==> src/rtl/bitwise_logic_pipe.sv <==
// bitwise_logic_pipe: eight-function bitwise unit behind an elastic valid/ready pipeline.
// Define BITLOGIC_PIPE_FLAGS_EN to add the y_zero / y_parity result flags.

module bitwise_logic_stage #(
    parameter int PW = 4
) (
    input  logic          clk,
    input  logic          reset,
    input  logic          load,
    input  logic          up_valid,
    input  logic [PW-1:0] up_data,
    output logic          valid,
    output logic [PW-1:0] data
);
    // Payload only moves with a real transaction, so y stays quiet across bubbles.
    always_ff @(posedge clk) begin
        if (reset) begin
            valid <= 1'b0;
            data  <= '0;
        end else if (load) begin
            valid <= up_valid;
            if (up_valid) data <= up_data;
        end
    end
endmodule

module bitwise_logic_pipe #(
    parameter int WIDTH  = 4,
    parameter int STAGES = 2,
    parameter int CNT_W  = 8
) (
    input  logic             clk,
    input  logic             reset,
    input  logic             in_valid,
    output logic             in_ready,
    input  logic [2:0]       op,
    input  logic [WIDTH-1:0] a,
    input  logic [WIDTH-1:0] b,
    output logic             out_valid,
    input  logic             out_ready,
    output logic [WIDTH-1:0] y,
`ifdef BITLOGIC_PIPE_FLAGS_EN
    output logic             y_zero,
    output logic             y_parity,
`endif
    output logic [CNT_W-1:0] done_cnt
);
`ifdef BITLOGIC_PIPE_FLAGS_EN
    localparam int PW = WIDTH + 2;
`else
    localparam int PW = WIDTH;
`endif

    logic [WIDTH-1:0]          f;
    logic [PW-1:0]             payload;
    logic [STAGES:0]           vld_pipe;
    logic [STAGES:0]           rdy;
    logic [STAGES:0][PW-1:0]   dat_pipe;

    always_comb begin
        f = a;
        case (op)
            3'b000:  f = ~a;
            3'b001:  f = a & b;
            3'b010:  f = a | b;
            3'b011:  f = a ^ b;
            3'b100:  f = ~(a & b);
            3'b101:  f = ~(a | b);
            3'b110:  f = ~(a ^ b);
            default: f = a;
        endcase
    end

`ifdef BITLOGIC_PIPE_FLAGS_EN
    // Flags ride in the top two payload bits: {zero, parity, result}.
    assign payload = {~|f, ^f, f};
`else
    assign payload = f;
`endif

    // Index 0 is the producer side, index STAGES is the consumer side.
    assign vld_pipe[0]  = in_valid;
    assign dat_pipe[0]  = payload;
    assign rdy[STAGES]  = out_ready;
    assign in_ready     = rdy[0];

    for (genvar i = 0; i < STAGES; i++) begin : g_stage
        assign rdy[i] = !vld_pipe[i+1] | rdy[i+1];

        bitwise_logic_stage #(.PW(PW)) u_stage (
            .clk      (clk),
            .reset    (reset),
            .load     (rdy[i]),
            .up_valid (vld_pipe[i]),
            .up_data  (dat_pipe[i]),
            .valid    (vld_pipe[i+1]),
            .data     (dat_pipe[i+1])
        );
    end

    assign out_valid = vld_pipe[STAGES];
    assign y         = dat_pipe[STAGES][WIDTH-1:0];
`ifdef BITLOGIC_PIPE_FLAGS_EN
    assign y_zero    = dat_pipe[STAGES][WIDTH+1];
    assign y_parity  = dat_pipe[STAGES][WIDTH];
`endif

    always_ff @(posedge clk) begin
        if (reset)
            done_cnt <= '0;
        else if (out_valid && out_ready && (done_cnt != {CNT_W{1'b1}}))
            done_cnt <= done_cnt + 1'b1;
    end
endmodule

==> config.mk <==
export PLATFORM = sky130hd
export DESIGN_NAME = bitwise_logic_pipe
export DESIGN_NICKNAME = d
export VERILOG_FILES = /design/src/rtl/bitwise_logic_pipe.sv
export SDC_FILE = /design/constraint.sdc
export NUM_CORES = 1
export LEC_CHECK = 0
export CORE_MARGIN = 3
export CORE_UTILIZATION = 55
export CTS_CLUSTER_SIZE = 20
export DETAILED_ROUTE_END_ITERATION = 10
export DONT_BUFFER_PORTS = 1
export PLACE_DENSITY_LB_ADDON = 0.05
export SLEW_MARGIN = 20
export SYNTH_ARGS = -nofsm -noshare
export SYNTH_HDL_FRONTEND = slang
export SYNTH_SLANG_ARGS = --single-unit
==> constraint.sdc <==
create_clock -name clk -period 1.57 [get_ports clk]
set_input_delay 0.157 -clock clk [delete_from_list [all_inputs] [get_ports clk]]
set_output_delay 0.157 -clock clk [all_outputs]
set_load 0.005 [all_outputs]
==> Word level (Yosys, flattened, before mapping) <==
Cells that the tools add are included.
{ "totals": {"ff_bits": 18, "out_inout_bits": 14} }
{ "op_classes": {"addsub": 1, "eq_ne": 7, "muxes": 1, "bitwise_logic": 9, "reduce_logical": 7} }
{ "ops": {"columns": ["cell", "n"], "rows": [
  ["4-bit case mux with 7 select lines", 1],
  ["4-bit inverter", 4],
  ["3-bit == test (second input constant)", 3],
  ["8-bit by 1-bit adder with 8-bit output (second input constant)", 1],
  ["8-bit != test (second input constant)", 1],
  ["3-bit by 2-bit == test with 1-bit output (second input constant)", 2],
  ["4-bit AND", 1],
  ["4-bit bitwise OR", 1],
  ["2-bit AND reduction", 2],
  ["4-bit XOR", 1],
  ["3-bit by 1-bit == test with 1-bit output (second input constant)", 1],
  ["3-bit zero test", 1],
  ["1-bit logical AND", 2],
  ["1-bit zero test", 2],
  ["1-bit bitwise OR", 2]
]} }

==> Longest topological paths before layout <==
{ "logic_depth": {"ltp_word": 4, "depth_mapped": 6, "depth_no_buf": 6} }

==> Hierarchy <==
A second synthesis with hierarchy kept.
{ "unflattened": {"cells_unflattened": 153, "area_unflattened_um2": 1287.5} }
{ "by_module_without_submodules": {"columns": ["module", "instances", "cells_per_inst", "area_per_inst_um2", "seq_area_each_um2"], "rows": [
  ["bitwise_logic_pipe", 1, 111, 867.1, 160.2],
  ["bitwise_logic_stage", 2, 21, 210.2, 100.1]
]} }

==> Least setup slack after synthesis <==
Ideal clock, no wire load.
{ "synth_path": {"kind": "register to register", "start": "register done_cnt[0]", "end": "register done_cnt[5]", "setup_time_ps": 71, "arrival_ps": 1311, "required_time_ps": 1499, "path_slack_ps": 189, "path_stages_with_launch": 5, "n_path_buf": 0, "period_less_slack_ps": 1381, "path_cell_list": "dfxtp_1 ha_1 and4_1 or4_1 a21oi_1"} }
{ "synth_between": {"elab_chain_cells": 2} }
{ "synth_rtl": {"columns": ["element", "line_no", "text"], "rows": [
  ["start, declared", "46", "output logic [CNT_W-1:0] done_cnt"],
  ["start signal, assigned", "112", "done_cnt <= done_cnt + 1'b1;"],
  ["branches (longest 2 deep; another with 8-bit by 1-bit adder with 8-bit output)", null, null]
]} }
Parallel ways; which one is timed is not known.
A chain may end at the register's enable or synchronous reset.

==> Worst setup path after layout <==
{ "layout_path": {"start": "register done_cnt[1]", "end": "register done_cnt[4]"} }
The elaborated chain is that of the path after synthesis.

==> results.ini <==
[timing]
rsz0062_at_grt=no
setup_tns_ns=0
slew_headroom_pct=64.7
slew_violations=0
period_minus_slack_ns=1.43
worst_pin_slew_ns=0.528
min_period_over_period_pct=91.4
fin_skew_ns=0.00693
setup_viol=0
finalHoldViolCount=0
clock.fmax_mhz=697

[drt]
via_per_inst=5.85
ant_nets=0
num_vias=1024
wl_um=2420
dr.pass1.iters=4
drtIter0Drc=15
wire_per_inst_um=13.8
drc=0

[layout]
final_nets=173
area_delta_synth_final_pct=4.57
final_util_pct=63.1
fin_cells=175
multiInputGateArea_um2=766
final.fill_count=198
regArea_um2=362
drive_above_1_share_pct=12.2
num_antenna_cells=0

[critical_path]
cp_data_required_time_ns=1.74
cp-start-kind=flop
path_class=reg -> reg
cp-end-kind=flop
crit_arrival_ns=1.61
cp_max_fo=6

[synth]
ys.flop_type=dfxtp_1
yosysSeqAreaShare_pct=29.2
ys_types=41
synth.avg_cell_area_um2=8.16
ys_ff_latch=18
syn-cell-area_um2=1230
synth_edf_count=0
yosysWarnings=0
postSynthCellCount=151
syn_nets=175
async_flop_share_pct=0

[global_routing]
grt-ovfl-total=0
grt_use_met2_pct=33.1
grt.busiest_layer=met2
antenna_found_initial=0
grtUsageMet3_pct=5.63
grt_start_max_net_pins=22
grt.met1_usage_pct=22.2
grt_usage_pct=19.0
grt_pass1_vias=984
grt_pass1_wl_um=3990

[cts]
cts_inserted_buffers=3
post_cts_buffers=0
htreeDepth=1
clk_pin_slew_ns=0.10
cts_tree=done
insertion_delay_ns=0.29
root_buffer=clkbuf_4
clock_path_buffers=2
cts_sinks=18

[place]
dpl.cell_count=169
gp_congestion=0.674
port_buffers=0
dp_hpwl_um=1810

[power]
power_switching_mw=0.219
power_mw=0.903
p_sw_share_pct=24.3
ir_drop_mv=0.711
p_leak_nw=0.535
p_seq_share_pct=53.7
pwr_density_cell_nw_per_um2=701
power.internal_mw=0.684
combPwrFrac_pct=15.2
p_clk_share_pct=31.0

[floorplan]
die_h_um=53.3
start_util_pct=60.4
top_level_ports=29
die_area_um2=2840
num_rows=16
die_x_um=53.3
core-area_um2=2040

[run_status]
status=complete, no violations

[hold_path]
hp-class=in -> reg

[flow_run]
cap_violations=0

-- cells in the final DEF, fill, tap and decap left out, types with 2 or more instances in the layout --
cell type | Yosys | routed
nor3_1 | 4 | 4
a32o_1 | 2 | 2
nor2_1 | 24 | 24
xnor2_1 | 2 | 2
inv_1 | 10 | 10
o21ai_1 | 2 | 2
buf_4 | 4 | 2
and3_1 | 2 | 2
nand2b_1 | 5 | 5
a31oi_1 | 4 | 4
ha_1 | 9 | 8
o32ai_1 | 2 | 2
nand3_1 | 3 | 3
a211o_1 | 3 | 3
a211oi_1 | 2 | 2
dlygate4sd3_1 | 0 | 2
and4_1 | 2 | 2
o31ai_1 | 2 | 2
dfxtp_1 | 18 | 17
mux2i_1 | 9 | 9
inv_2 | 5 | 5
a21oi_1 | 6 | 6
clkbuf_4 | 0 | 3
nand2_1 | 7 | 7
-- power by group through the flow --
stage               Combinational, mW  Sequential (mW)  Clock (mW)
floorplan                       0.130            0.493           0
global placement                0.124            0.495           0
detailed placement              0.128            0.495           0
CTS                             0.138            0.485       0.289
global route                    0.158            0.488       0.311
finish                          0.138            0.485       0.280
-- Yosys cell counts, types with 2 or more instances --
cell / count / share of area [%]
and3_1: 2 / 1.0
buf_4: 4 / 2.4
a21oi_1: 6 / 2.4
inv_2: 5 / 1.5
buf_2: 5 / 2.0
inv_1: 10 / 3.0
ha_1: 9 / 9.1
mux2i_1: 9 / 7.3
xnor2_1: 2 / 1.4
a211o_1: 3 / 2.1
nand3_1: 3 / 1.2
a31oi_1: 4 / 2.0
nand2b_1: 5 / 2.5
nor3_1: 4 / 1.6
clkbuf_1: 2 / 0.61
a211oi_1: 2 / 1.2
nor2_1: 24 / 7.3
nand2_1: 7 / 2.1
and4_1: 2 / 1.4
o32ai_1: 2 / 1.4
o21ai_1: 2 / 0.81
dfxtp_1: 18 / 29
a32o_1: 2 / 1.6
o31ai_1: 2 / 1.2
-- metrics by stage --
stage / setup WS (ns) / area (um2) / hold slack [ns]
3_3_place_gp: 0.136 / 1220 / 0.228
6_report: 0.135 / 1290 / 0.0524
4_1_cts: 0.00998 / 1270 / 0.0436
3_5_place_dp: 0.109 / 1220 / 0.232
5_1_grt: 0.0481 / 1290 / 0.0483
2_1_floorplan: 0.189 / 1230 / 0.230
-- registers in the layout (all words and copies together) (netlist names) --
signal                 count
done_cnt                   8
g_stage.u_stage.data       8
g_stage.u_stage.valid      2
-- worst max-delay path: stages, from the launching register on --
cell and delay (ns):
dfxtp_1 0.43, ha_4 0.19, nand4_1 0.21, a211oi_2 0.28
xnor2_1 0.14, nor2_1 0.05
-- kinds of logic after synthesis --
| logic type | share of synthesized area [%] |
|---|---|
| compound gates | 19.9 |
| buf+inv | 9.65 |
| mux | 8.22 |
| simple gates | 22.4 |
| xor+xnor | 1.42 |
| fa+ha+maj | 9.14 |
| flops | 29.2 |
-- per-layer routing --
| layer | wire length [um] | up-vias |
|---|---|---|
| met4 | 31 | 0 |
| met5 | 0 | - |
| met2 | 1180 | 24 |
| met1 | 1070 | 464 |
| met3 | 145 | 4 |
| li1 | - | 532 |
-- worst paths after layout --
check | startpoint | endpoint | slack, ns | cells past startpoint
setup reg to reg | done_cnt[1] | done_cnt[4] | 0.14 | 5
setup / recovery | done_cnt[1] | done_cnt[4] | 0.14 | 5
hold / removal | out_ready | g_stage[1].u_stage.valid | 0.05 | 3
hold reg to reg | g_stage[0].u_stage.data[0] | g_stage[0].u_stage.data[0] | 0.46 | 2
-- repair_timing --
| item | 4_1_cts | 5_1_grt |
|---|---|---|
| resized for setup | 0 | 3 |
| hold buffers | 2 | 0 |
| endpoints found under the setup margin | 0 | 2 |
| hold endpoints to repair | 14 | 0 |
-- final cells by class --
| type | count | share of cell area (%) |
|---|---|---|
| Inverter | 15 | 4.37 |
| Clock buffer | 4 | 2.82 |
| Timing Repair Buffer | 4 | 2.72 |
| Tap cell | 27 | 2.62 |
| Sequential cell | 18 | 28.1 |
| Multi-Input combinational cell | 107 | 59.4 |
(Power assumes the default switching activity.)
